<file path="src/rtl/button_run_ctrl.sv">
// rtl/button_run_ctrl.sv - debounced push button driving a run-enable toggle with press/long-press strobes
// Optional long-press detection is enabled by defining LONG_PRESS_EN.
module button_run_ctrl #(
  parameter int DEBOUNCE_CYCLES = 270000,
  parameter int LONG_CYCLES     = 27000000
) (
  input  logic clk,
  input  logic rst,
  input  logic btn_n,
  output logic o1,
  output logic press_pulse,
  output logic long_pulse,
  output logic btn_state
);

  localparam int DW = $clog2(DEBOUNCE_CYCLES) + 1;
  localparam logic [DW-1:0] DB_LAST = DW'(DEBOUNCE_CYCLES - 1);

  typedef enum logic [1:0] {IDLE, DB_PRESS, HELD, DB_RELEASE} state_t;

  state_t        state_q, state_d;
  logic [DW-1:0] db_cnt_q, db_cnt_d;
  logic          sync1_q, sync1_d;
  logic          sync2_q, sync2_d;
  logic          press_arm_q, press_arm_d;
  logic          press_pulse_q, press_pulse_d;
  logic          o1_q, o1_d;
  logic          btn_s;
  logic          enter_held;
  logic          long_arm;

  always_comb begin
    sync1_d = btn_n;
    sync2_d = sync1_q;
  end

  assign btn_s = ~sync2_q;

  always_ff @(posedge clk) begin
    if (rst) begin
      state_q  <= IDLE;
      db_cnt_q <= '0;
      sync1_q  <= 1'b1;
      sync2_q  <= 1'b1;
    end else begin
      state_q  <= state_d;
      db_cnt_q <= db_cnt_d;
      sync1_q  <= sync1_d;
      sync2_q  <= sync2_d;
    end
  end

  // The counter only advances below DB_LAST, so it can never wrap.
  always_comb begin
    state_d  = state_q;
    db_cnt_d = db_cnt_q;
    case (state_q)
      IDLE: begin
        if (btn_s) begin
          state_d  = DB_PRESS;
          db_cnt_d = '0;
        end
      end
      DB_PRESS: begin
        if (!btn_s) begin
          state_d  = IDLE;
          db_cnt_d = '0;
        end else if (db_cnt_q == DB_LAST) begin
          state_d  = HELD;
          db_cnt_d = '0;
        end else begin
          db_cnt_d = db_cnt_q + DW'(1);
        end
      end
      HELD: begin
        if (!btn_s) begin
          state_d  = DB_RELEASE;
          db_cnt_d = '0;
        end
      end
      DB_RELEASE: begin
        if (btn_s) begin
          state_d  = HELD;
          db_cnt_d = '0;
        end else if (db_cnt_q == DB_LAST) begin
          state_d  = IDLE;
          db_cnt_d = '0;
        end else begin
          db_cnt_d = db_cnt_q + DW'(1);
        end
      end
      default: begin
        state_d  = IDLE;
        db_cnt_d = '0;
      end
    endcase
  end

  always_comb begin
    enter_held = (state_q == DB_PRESS) && btn_s && (db_cnt_q == DB_LAST);
    btn_state  = (state_q == HELD) || (state_q == DB_RELEASE);
  end

  // Press events pass through an arm stage so the strobe lands a fixed DEBOUNCE_CYCLES+3 after the button edge.
  always_comb begin
    press_arm_d   = enter_held;
    press_pulse_d = press_arm_q;
    o1_d          = long_arm ? 1'b0 : (o1_q ^ press_arm_q);
  end

  always_ff @(posedge clk) begin
    if (rst) begin
      press_arm_q   <= 1'b0;
      press_pulse_q <= 1'b0;
      o1_q          <= 1'b0;
    end else begin
      press_arm_q   <= press_arm_d;
      press_pulse_q <= press_pulse_d;
      o1_q          <= o1_d;
    end
  end

  assign press_pulse = press_pulse_q;
  assign o1          = o1_q;

`ifdef LONG_PRESS_EN
  localparam int HW = $clog2(LONG_CYCLES) + 1;
  localparam logic [HW-1:0] HOLD_LAST = HW'(LONG_CYCLES - 1);
  localparam logic [HW-1:0] HOLD_MAX  = HW'(LONG_CYCLES);

  logic [HW-1:0] hold_cnt_q, hold_cnt_d;
  logic          long_arm_q, long_arm_d;
  logic          long_pulse_q, long_pulse_d;

  // Cleared only on a fresh press, so release bounces resume the same hold and it fires once.
  always_comb begin
    hold_cnt_d = hold_cnt_q;
    if (enter_held) begin
      hold_cnt_d = '0;
    end else if ((state_q == HELD) && (hold_cnt_q != HOLD_MAX)) begin
      hold_cnt_d = hold_cnt_q + HW'(1);
    end
    long_arm_d   = (state_q == HELD) && (hold_cnt_q == HOLD_LAST);
    long_pulse_d = long_arm_q;
  end

  always_ff @(posedge clk) begin
    if (rst) begin
      hold_cnt_q   <= '0;
      long_arm_q   <= 1'b0;
      long_pulse_q <= 1'b0;
    end else begin
      hold_cnt_q   <= hold_cnt_d;
      long_arm_q   <= long_arm_d;
      long_pulse_q <= long_pulse_d;
    end
  end

  assign long_arm   = long_arm_q;
  assign long_pulse = long_pulse_q;
`else
  assign long_arm   = 1'b0;
  assign long_pulse = 1'b0;
`endif

endmodule
</file>
<file path="config.mk">
export PLATFORM = sky130hd
export DESIGN_NAME = button_run_ctrl
export DESIGN_NICKNAME = d
export VERILOG_FILES = /design/src/rtl/button_run_ctrl.sv
export SDC_FILE = /design/constraint.sdc
export NUM_CORES = 1
export LEC_CHECK = 0
export BUFFER_PORTS_ARGS = -buffer_cell sky130_fd_sc_hd__buf_2
export CORE_UTILIZATION = 59
export DETAILED_ROUTE_END_ITERATION = 6
export GPL_ROUTABILITY_DRIVEN = 0
export PLACE_DENSITY = 0.75
export SETUP_SLACK_MARGIN = 0.2
export SYNTH_ARGS = -nofsm -noshare
export SYNTH_HDL_FRONTEND = slang
export SYNTH_SLANG_ARGS = --single-unit
</file>
<file path="constraint.sdc">
create_clock -name clk -period 2.4 [get_ports clk]
set_clock_uncertainty 0.2 [all_clocks]
set_input_delay 0.24 -clock clk [delete_from_list [all_inputs] [get_ports clk]]
set_output_delay 0.24 -clock clk [all_outputs]
set_load 0.01 [all_outputs]
</file>
# == Word level (Yosys, flattened, before mapping) ==
# Index checks and enable logic that the tools add are counted.
# classes
n_reduce_logical,6
bitwise_logic,2
addsub,1
eq_ne,8
n_mux,13
# ops
cell,count
$mux W20,5
$pmux W20 S4,1
$add A20 B1 Y20 const B,1
$eq A20 B19 Y1 const B,1
$mux W2,6
$pmux W2 S4,1
$ne A3 B3 Y1 const B,2
$eq A2 B2 Y1 const B,2
$ne A2 B2 Y1 const B,2
$reduce_and A4 Y1,1
$eq A2 B1 Y1 const B,1
$logic_and A1 B1 Y1,2
$logic_not A2 Y1,1
$reduce_and A2 Y1,1
$logic_or A1 B1 Y1,1
$not A1 Y1,1
$xor A1 B1 Y1,1
# totals
wordCells,37
input_bits,3
regBits,27
out_inout_bits,4

# == Depth between registers and ports, before layout ==
# Gate-level depths: netlist of run 1.
# depth
word_depth,4
ltp_mapped,7
depth_no_buf,6

# == Worst setup path before layout of run 1 ==
# OpenSTA, ideal clock, no wires.
# synth_timing
kind,register -> register
startpoint,reg db_cnt_q[0]
endpoint,reg db_cnt_q[12]
stages_incl_launch_ff,8
slack_ns,0.387
period_less_slack_ns,2.013
arrival_ns,1.746
path_buffers,1
cell_sequence,dfxtp_1 -> ha_1 -> and4_4 -> and4_4 -> a211o_1 -> buf_6 -> or3_1 -> o21ai_2
# synth_via
elab_chain_cells,4
# synth_rtl
item,line,source
from (decl),22,"logic [DW-1:0] db_cnt_q, db_cnt_d;"
from (signal assigned),47,db_cnt_q <= db_cnt_d;
$add A20 B1 Y20 or $eq A20 B19 Y1 (tied branches),--,
$mux W20 *,"68, 85",
"$mux W20, on equally long branches","82, 65",
$pmux W20 S4 *,57,case (state_q)
# Mark *: on every way between the ends. The rest lies on a longest branch, timed or not.
# A chain may end at the register's enable or synchronous reset.

# == Worst setup path in the final report of run 1 ==
# layout_timing
startpoint,reg db_cnt_q[0]
endpoint,reg db_cnt_q[18]
# Same word-level chain as after synthesis.

==> results of run 1 <==
metal layers:
metal	vias to the layer above	wire length, um
li1	583	-
met1	542	1320
met2	35	1210
met3	10	96
met4	0	59
met5	-	0
through the flow:
stage	utilization, %	total power [mW]	setup slack [ns]
6_report	63.9	0.684	0.311
5_1_grt	63.9	0.714	0.203
4_1_cts	63.6	0.690	0.232
3_5_place_dp	61.9	0.500	0.246
3_3_place_gp	61.9	0.499	0.304
2_1_floorplan	-	0.496	0.387
area by class of cell:
| class | instances | area (um2) | area share [%] |
|---|---|---|---|
| multi-input cells | 118 | 758 | 53.6 |
| repair buffers | 7 | 42.5 | 3.01 |
| flip-flops and latches | 27 | 541 | 38.2 |
| inverters | 3 | 11.3 | 0.796 |
| clock buffers | 4 | 26.3 | 1.86 |
| well taps | 28 | 35.0 | 2.48 |
flip-flops by register name, summed over array words and instances, names as in the netlist, named ones only:
name and flops:
db_cnt_q 20, o1 1, press_arm_q 1, press_pulse 1
state_q 1, sync1_q 1, sync2_q 1
power by group:
group / switching, mW / internal, mW
combinational: 0.0241 / 0.0118
clock: 0.127 / 0.0651
sequential: 0.00378 / 0.452
total: 0.155 / 0.529
placed cells by master, fill, tap and decap left out, drive strengths merged, types with 2 or more instances in the layout:
master | synthesis | final
a211oi | 2 | 2
a21oi | 11 | 11
a22o | 3 | 3
a22oi | 2 | 2
a31oi | 4 | 4
and3 | 2 | 2
and4 | 3 | 3
buf | 8 | 6
clkbuf | 4 | 4
dfxtp | 27 | 27
inv | 3 | 3
mux2i | 2 | 2
nand2 | 11 | 11
nand2b | 2 | 2
nand3 | 6 | 6
nand4 | 5 | 5
nor2 | 13 | 13
nor3 | 8 | 8
nor4 | 2 | 2
o21ai | 12 | 12
o41ai | 3 | 3
or2 | 2 | 2
or3 | 5 | 5
xnor2 | 4 | 4
logic make-up (layout without fill, tap and decap cells):
logic type,Yosys count,count (layout)
AO/OA/AOI/OAI,44,44
flip-flops,27,27
multiplexers,2,2
AND/OR/NAND/NOR,65,65
XOR/XNOR,5,5
other,1,1
buffers and inverters,15,14
adder cells (fa/ha/maj),1,1
worst min-delay path by stage:
stage                        from          end  slack, ns  cells after the start
after floorplan             btn_n      sync1_q       0.14                      1
after global placement    sync1_q      sync2_q       0.19                      1
after detailed placement  sync1_q      sync2_q       0.20                      1
after CTS                     rst  db_cnt_q[0]       0.06                      2
after global routing          rst  press_pulse       0.07                      2
final                         rst  db_cnt_q[0]       0.06                      2
what timing repair did:
action / CTS / global route
hold endpoints to repair: 1 / 0
setup endpoints to repair: 0 / 11
hold buffers: 1 / 0
gates resized for setup: 0 / 3
==> metrics.md, run 1 <==
| Metric | Value |
|---|---|
| Status | finished clean |
| Die Width | 50.4 um |
| Worst-path cell chain | ha_2 > nand4_1 > or4_1 > nor2_1 > o21ai_0 > a22o_1 |
| Area after DPL | 1370 um2 |
| Worst slew margin | 58.0% |
| Post-synthesis mux area share | 1.45% |
| Clock Path Buffers | 2 |
| Met1 usage | 30.1% |
| WP depth | 6 |
| Synth area leader | dfxtp_1 |
| Clk Latency, worst-skew pair | 0.32 ns |
| # rows | 17 |
| Hold WS | 0.0638 ns |
| Total wire length | 2.68 mm |
| Worst reg2reg path depth | 6 |
| Number of I/O port buffers | 5 |
| Met2 usage | 39.1% |
| Final Setup Violations | 0 |
| DP Cell Count | 182 |
| Postcts setup bufs | 0 |
| DRT antenna net count | 0 |
| Total Neg Setup Slack | 0 ns |
| Cell variety after synth | 51 |
| RR Endpoint | db_cnt_q[18] |
| Simple-gate share of the synthesized area | 26.3% |
| VDD IR max | 0.000334 V |
| Worst Path Arrival | 2.12 ns |
| Synth Flop Type | dfxtp_1 |
| Crit path required time | 2.43 ns |
| Fillcell total | 199 |
| Total Die Area | 2540 um2 |
| Initial antenna violation count | 0 |
| Die Ht | 50.4 um |
| Sequential area share after synthesis | 39.1% |
| Main combinational cell family by area after synthesis | simple AND/OR/NAND/NOR gates |
| Clock Sinks | 27 |
| WL per Instance | 14.4 um |
| Starting density of the core | 62.4% |
| Count of flip-flops with a built-in enable after synthesis | 0 |
| Syn Nets | 164 |
| Pin count of the biggest net entering global routing | 16 |
| HPWL after detailed placement | 1.93 mm |
| Pwr dens | 484 nW/um2 |
| Synth Area in Compound Gates | 21.7% |
| All-Layer GR Usage | 23.6% |
| H-tree Lvls | 1 |
| R2r startpoint | db_cnt_q[0] |
| TritonCTS buffer count | 3 |
| Vias in the first global route | 1,080 |
| Final min period | 2.09 ns |
| Share of layout cells above drive strength 1 | 15.1% |
| Slowest cell on crit path | or4_1 |
| Area share of the largest cell type after synthesis | 39.1% |
| Slew @ Worst Pin | 0.627 ns |
| Via/cell ratio | 6.26 |
| Via count | 1,170 |
| Cell Area, Synth | 1380 um2 |
| P_leak | 0.452 nW |
| Warnings from Yosys | 0 |
| Worst setup SP type | flop |
| Setup crit end | db_cnt_q[18] |
| Kind of critical path | flop to flop |
| Count leader, synth | dfxtp_1 |
| Final Hold Viols | 0 |
| Adder-Cell Fraction of Synth Area | 0.906% |
| Flops & latches, synth | 27 |
| Syn avg cell area | 8.63 um2 |
| Flop2flop setup slack | 0.31 ns |
| GR Util met3 | 2.73% |
| Crit path from | db_cnt_q[0] |
| Layout Nets | 164 |
| DR iter-0 viols | 33 |
| CP Capture Type | flop |
| I/O pin total | 7 |
| Top delay family on crit path | simple AND/OR/NAND/NOR gates |
| DRT Pass-1 Iters | 4 |
| Max Slew Vio Count | 0 |
| Crit-path max cell delay | 0.58 ns |
| Finished Layout Cells | 187 |
| # DRC | 0 |
| Xor and xnor area share after synthesis | 3.71% |
| Global-route wire length before repair | 4.59 mm |
| Clock slew at reported path FFs | 0.14 ns |
| Synth cell count leaders | dfxtp_1, nor2_1, a21oi_1, o21ai_0, nand2_1 |
| Maximum capacitance violations | 0 |
| Highest clock rate | 479 MHz |
| Post-synth ARST share | 0% |
| Core Area | 2210 um2 |
| Most used routing layer | met2 |
| GRT overflow | 0 |
| Synthesis-to-layout area growth | 2.36% |
| Worst-path fanout max | 7 |
| Post-Layout Inst Area | 1410 um2 |
| Buf/Inv on CP | 0 |
| Clock Tree Root | clkbuf_4 |
| Synth top area cells | dfxtp_1, a21oi_1, o21ai_0, nor2_1, nand2_1 |
| RSZ-0062 raised after global routing | false |
| CTS tree | built |
| Min-delay worst type | input pin to flop |
| Period utilisation layout | 87.0% |
| Ant diodes | 0 |
| Mapped Cells | 160 |
No activity file was read; power rests on OpenSTA's default activity.
==> run 2, diff against run 1 <==
--- a/config.mk
+++ b/config.mk
@@ -10,6 +10,7 @@
 export DETAILED_ROUTE_END_ITERATION = 6
 export GPL_ROUTABILITY_DRIVEN = 0
 export PLACE_DENSITY = 0.75
+export RECOVER_POWER = 50
 export SETUP_SLACK_MARGIN = 0.2
 export SYNTH_ARGS = -nofsm -noshare
 export SYNTH_HDL_FRONTEND = slang
==> run 2 against run 1 <==
Against the previous run:
- maximum frequency is 4.2% lower
- register-to-register slack worse by 0.09 ns
- total power is 0.11% higher
- non-clock buffer count stayed put
- wire length is 0.19% lower
- via count is 0.26% lower
- largest cell class unchanged
==> metrics.md, run 2 (same netlist as run 1, synthesis figures left out) <==
| Metric | Value |
|---|---|
| Final min period | 2.18 ns (+0.0913 ns) |
| Worst setup SP type | flop |
| # DRC | 0 (unchanged) |
| DRT Pass-1 Iters | 4 (unchanged) |
| DR top layer | met4 |
| Starting density of the core | 62.4% (unchanged) |
| Via/cell ratio | 6.24 (-0.26%) |
| Ant diodes | 0 (unchanged) |
| Global-route wire length before repair | 4.59 mm (unchanged) |
| Clock Tree Root | clkbuf_4 |
| Final core occ | 63.6% (-0.34 points) |
| Maximum capacitance violations | 0 (unchanged) |
| R2r startpoint | db_cnt_q[0] |
| Highest clock rate | 459 MHz (-4.2%) |
| Met3 wire len | 78 um (-19%) |
| Hold WS | 0.0626 ns (-0.00116 ns) |
| Layout Nets | 164 (unchanged) |
| CTS tree | built |
| Most frequent cells in the layout | dfxtp_1, nor2_1, o21ai_0 |
| Wire length on met2 | 1.23 mm (+1.9%) |
| Total wire length | 2.68 mm (-0.19%) |
| WL per Instance | 14.3 um (-0.19%) |
| P_leak | 0.441 nW (-2.3%) |
| Clock Path Buffers | 2 (unchanged) |
| DP Cell Count | 182 (unchanged) |
| Kind of critical path | flop to flop |
| Max Slew Vio Count | 0 (unchanged) |
| Setup crit end | db_cnt_q[18] |
| Largest Register | db_cnt_q |
| Pwr dens | 487 nW/um2 (+0.64%) |
| Min-delay worst type | input pin to flop |
| VDD IR max | 0.000334 V (-0.12%) |
| Clock Sinks | 27 (unchanged) |
| I/O pin total | 7 (unchanged) |
| Worst Path Arrival | 2.21 ns (+0.09 ns) |
| TritonCTS buffer count | 3 (unchanged) |
| # rows | 17 (unchanged) |
| Status | finished clean |
| Total Die Area | 2540 um2 (unchanged) |
| Via count | 1,167 (-0.26%) |
| GRT overflow | 0 (unchanged) |
| Finished Layout Cells | 187 (unchanged) |
| Crit path from | db_cnt_q[0] |
| Worst slew margin | 57.9% (-0.078 points) |
| All-Layer GR Usage | 23.6% (unchanged) |
| RR Endpoint | db_cnt_q[18] |
| CP Capture Type | flop |
| Vias in the first global route | 1,080 (unchanged) |
| Final Setup Violations | 0 (unchanged) |
| DRT antenna net count | 0 (unchanged) |
| Worst-path fanout max | 10 (+3) |
| Final Hold Viols | 0 (unchanged) |
| Slew @ Worst Pin | 0.628 ns (+0.00117 ns) |
| Largest register FFs | 20 (unchanged) |
| HPWL after detailed placement | 1.93 mm (unchanged) |
| Clk Latency, worst-skew pair | 0.32 ns (about the same) |
| Die Ht | 50.4 um (unchanged) |
| H-tree Lvls | 1 (unchanged) |
| Leading cell type in the layout, fill and taps excluded | dfxtp_1 |
| Number of I/O port buffers | 5 (unchanged) |
| Initial antenna violation count | 0 (unchanged) |
| Synthesis-to-layout area growth | 1.81% |
| Total Neg Setup Slack | 0 ns (unchanged) |
| RSZ-0062 raised after global routing | false |
| Die Width | 50.4 um (unchanged) |
| M1 wire length | 1.33 mm (+0.38%) |
| DR iter-0 viols | 32 (-3.0%) |
| Flop2flop setup slack | 0.22 ns (-0.09 ns) |
| Crit path required time | 2.43 ns (about the same) |
| Pin count of the biggest net entering global routing | 16 (unchanged) |
| Postcts setup bufs | 0 (unchanged) |
| Worst reg2reg path depth | 6 (unchanged) |
| Clock slew at reported path FFs | 0.14 ns (about the same) |
| Setup ws final | 0.220 ns (-0.0913 ns) |
| Share of layout cells above drive strength 1 | 11.9% (-3.1 points) |
| Period utilisation layout | 90.8% (+3.8 points) |
| Setup slack at placement | 0.246 ns (unchanged) |
| Core Area | 2210 um2 (unchanged) |
[run 2: cell count changes in the layout (fill, tap and decap cells not counted), sizes merged]
| cell | delta |
|---|---|
| buf | -3 |
| clkbuf | +3 |
[run 2: area by class of cell]
| class | count | area (um2) |
|---|---|---|
| Multi-Input combinational cell | 118 | 754 |
| Fill cell | 203 | 806 |
| Clock buffer | 4 | 26.3 |
| Sequential cell | 27 | 541 |
| Inverter | 3 | 11.3 |
| Timing Repair Buffer | 7 | 38.8 |
| Tap cell | 28 | 35.0 |
[run 2: worst min-delay path by stage]
stage / from / endpoint / slack (ns) / depth (start not counted)
floorplan: btn_n / sync1_q / 0.14 / 1
global placement: sync1_q / sync2_q / 0.19 / 1
detailed placement: sync1_q / sync2_q / 0.20 / 1
CTS: rst / db_cnt_q[0] / 0.06 / 2
global route: rst / press_pulse / 0.07 / 2
finish: rst / db_cnt_q[0] / 0.06 / 2
[run 2: report_power, final]
| group | switching (mW) | internal (mW) | total, mW | leakage (nW) |
|---|---|---|---|---|
| clock network | 0.128 | 0.0651 | 0.194 | 0.0150 |
| registers | 0.00377 | 0.452 | 0.456 | 0.218 |
| logic | 0.0239 | 0.0117 | 0.0357 | 0.208 |
| total | 0.156 | 0.529 | 0.685 | 0.441 |
[run 2: worst max-delay path, cell delays in order (launching register included)]
cell	delay (ns)
dfxtp_1	0.39
ha_1	0.28
and4_4	0.26
and4_4	0.26
a211o_1	0.31
o21ai_0	0.14
a22o_1	0.25
[run 2: what timing repair did]
action,4_1_cts,5_1_grt
setup endpoints to repair,0,11
resized for setup,0,3
hold endpoints to repair,1,0
hold buffers,1,0
[run 2: metal layers]
layer  up-vias  global-route usage, %
met2        28                   39.1
li1        583                      -
met4         0                   12.0
met3         5                   2.73
met5         -                      0
met1       551                   30.1
[run 2: per-stage QoR]
step	power, mW	area (um2)
floorplan	0.496	1380
global placement	0.499	1370
detailed placement	0.500	1370
CTS	0.690	1410
global route	0.714	1410
finish	0.685	1410
==> run 3, diff against run 2 <==
--- a/config.mk
+++ b/config.mk
@@ -9,6 +9,7 @@
 export CORE_UTILIZATION = 59
 export DETAILED_ROUTE_END_ITERATION = 6
 export GPL_ROUTABILITY_DRIVEN = 0
+export MAX_ROUTING_LAYER = met4
 export PLACE_DENSITY = 0.75
 export RECOVER_POWER = 50
 export SETUP_SLACK_MARGIN = 0.2
==> run 3 against run 2 <==
Against the previous run:
- worst hold slack worse by 0.0050 ns
- via count is 1.6% higher
- global-route usage is 0.78 points higher
- maximum frequency hardly changed
- wire length is 0.45% higher
- sequential power hardly changed
- sequential cell count stayed put
- setup slack worse by 0.00057 ns
- critical endpoint unchanged
- total power is 0.60% higher
- critical path depth stayed put
- sequential share of layout area stayed put
- combinational power hardly changed
==> metrics.md, run 3 (same netlist as run 1, synthesis figures left out) <==
| Metric | Value |
|---|---|
| Global-route wire length before repair | 4.62 mm (+0.61%) |
| TritonCTS buffer count | 3 (unchanged) |
| Ant diodes | 0 (unchanged) |
| I/O pin total | 7 (unchanged) |
| Share of layout cells above drive strength 1 | 11.9% (unchanged) |
| CTS tree | built |
| Via count | 1,186 (+1.6%) |
| Setup ws final | 0.219 ns (-0.000567 ns) |
| VDD IR max | 0.000334 V (about the same) |
| Worst slew margin | 58.0% (+0.12 points) |
| Flop2flop setup slack | 0.22 ns (about the same) |
| Total wire length | 2.69 mm (+0.45%) |
| Final Hold Viols | 0 (unchanged) |
| Postcts setup bufs | 0 (unchanged) |
| Layout Nets | 164 (unchanged) |
| Met1 usage | 30.5% (+0.38 points) |
| Pin count of the biggest net entering global routing | 16 (unchanged) |
| WL per Instance | 14.4 um (+0.45%) |
| Final core occ | 63.6% (unchanged) |
| Most used routing layer | met2 |
| Most frequent CP cell | and4_4 |
| Highest clock rate | 459 MHz (about the same) |
| Min-delay worst type | input pin to flop |
| Crit-path max cell delay | 0.39 ns (about the same) |
| Met2 usage | 39.1% (unchanged) |
| H-tree Lvls | 1 (unchanged) |
| Number of I/O port buffers | 5 (unchanged) |
| All-Layer GR Usage | 24.4% (+0.78 points) |
| Period utilisation layout | 90.9% (about the same) |
| Total Die Area | 2540 um2 (unchanged) |
| Synthesis-to-layout area growth | 1.81% (unchanged) |
| Clock Sinks | 27 (unchanged) |
| Clock slew at reported path FFs | 0.15 ns (about the same) |
| Die Width | 50.4 um (unchanged) |
| Worst-path fanout max | 10 (unchanged) |
| Area after DPL | 1370 um2 (unchanged) |
| Fillcell total | 203 (unchanged) |
| Final min period | 2.18 ns (+0.000567 ns) |
| # DRC | 0 (unchanged) |
| P_leak | 0.441 nW (unchanged) |
| Core Area | 2210 um2 (unchanged) |
| Crit path required time | 2.44 ns (about the same) |
| Worst-path cell chain | ha_1 > and4_4 > and4_4 > a211o_1 > o21ai_0 > a22o_1 |
| Kind of critical path | flop to flop |
| Post-Layout Inst Area | 1410 um2 (unchanged) |
| Largest Register | db_cnt_q |
| Most frequent cells in the layout | dfxtp_1, nor2_1, o21ai_0 |
| Initial antenna violation count | 0 (unchanged) |
| Pwr dens | 490 nW/um2 (+0.60%) |
| Final Setup Violations | 0 (unchanged) |
| Max Slew Vio Count | 0 (unchanged) |
| GRT overflow | 0 (unchanged) |
| DRT Pass-1 Iters | 4 (unchanged) |
| DRT antenna net count | 0 (unchanged) |
| RSZ-0062 raised after global routing | false |
| # rows | 17 (unchanged) |
| Total Neg Setup Slack | 0 ns (unchanged) |
| Clock Path Buffers | 2 (unchanged) |
| Worst setup SP type | flop |
| HPWL after detailed placement | 1.93 mm (unchanged) |
| Starting density of the core | 62.4% (unchanged) |
| Maximum capacitance violations | 0 (unchanged) |
| Slowest cell on crit path | dfxtp_1 |
| Top delay family on crit path | compound AO/OA/AOI/OAI gates |
| CP Capture Type | flop |
| Clock Tree Root | clkbuf_4 |
| Buf/Inv on CP | 0 (unchanged) |
| Via/cell ratio | 6.34 (+1.6%) |
| Setup slack at placement | 0.246 ns (unchanged) |
| GR Util met3 | 2.73% (unchanged) |
| Largest register FFs | 20 (unchanged) |
| Status | finished clean |
| Die Ht | 50.4 um (unchanged) |
| DR iter-0 viols | 30 (-6.3%) |
| Vias in the first global route | 1,080 (unchanged) |
| Slew @ Worst Pin | 0.626 ns (-0.00180 ns) |
| Leading cell type in the layout, fill and taps excluded | dfxtp_1 |
| Worst Path Arrival | 2.22 ns (about the same) |
| Clk Latency, worst-skew pair | 0.33 ns (about the same) |
| Final Power | 689 uW (+0.60%) |
[run 3: area by class of cell]
cell class / count / area, um2 / area share, %
multi-input combinational: 118 / 754 / 53.6
sequential: 27 / 541 / 38.4
timing repair buffer: 7 / 38.8 / 2.76
tap: 28 / 35.0 / 2.49
clock buffer: 4 / 26.3 / 1.87
inverter: 3 / 11.3 / 0.801
[run 3: power breakdown]
part	internal (mW)	switching [mW]
logic	0.0117	0.0240
registers	0.452	0.00378
clock network	0.0653	0.132
[run 3: repair_timing]
action | in CTS | in global routing
hold endpoints to repair | 1 | 0
resized for setup | 0 | 3
hold buffers | 1 | 0
endpoints found under the setup margin | 0 | 11
[run 3: path summary, 6_finish.rpt]
check / start / depth (start not counted) / endpoint
worst max-delay path: db_cnt_q[0] / 6 / db_cnt_q[18]
worst min-delay path: rst / 2 / db_cnt_q[0]
worst max register to register: db_cnt_q[0] / 6 / db_cnt_q[18]
worst min register to register: sync1_q / 1 / sync2_q
[run 3: routing by layer]
metal | vias to the layer above | routed length, um | share of wire (%)
li1 | 582 | - | -
met1 | 559 | 1330 | 49
met2 | 36 | 1220 | 45
met3 | 9 | 91 | 3.4
met4 | 0 | 50 | 1.9
met5 | - | 0 | 0
[run 3: metrics by stage]
| step | hold WS [ns] | cells |
|---|---|---|
| 4_1_cts | 0.0643 | 187 |
| 3_5_place_dp | 0.205 | 182 |
| 5_1_grt | 0.0717 | 187 |
| 2_1_floorplan | 0.144 | 160 |
| 6_report | 0.0577 | 187 |
| 3_3_place_gp | 0.194 | 182 |
[run 3: worst register-to-register path, stage by stage, from the launching register on]
cell and delay [ns]:
dfxtp_1 0.39, ha_1 0.28, and4_4 0.26, and4_4 0.26, a211o_1 0.32, o21ai_0 0.15
a22o_1 0.25
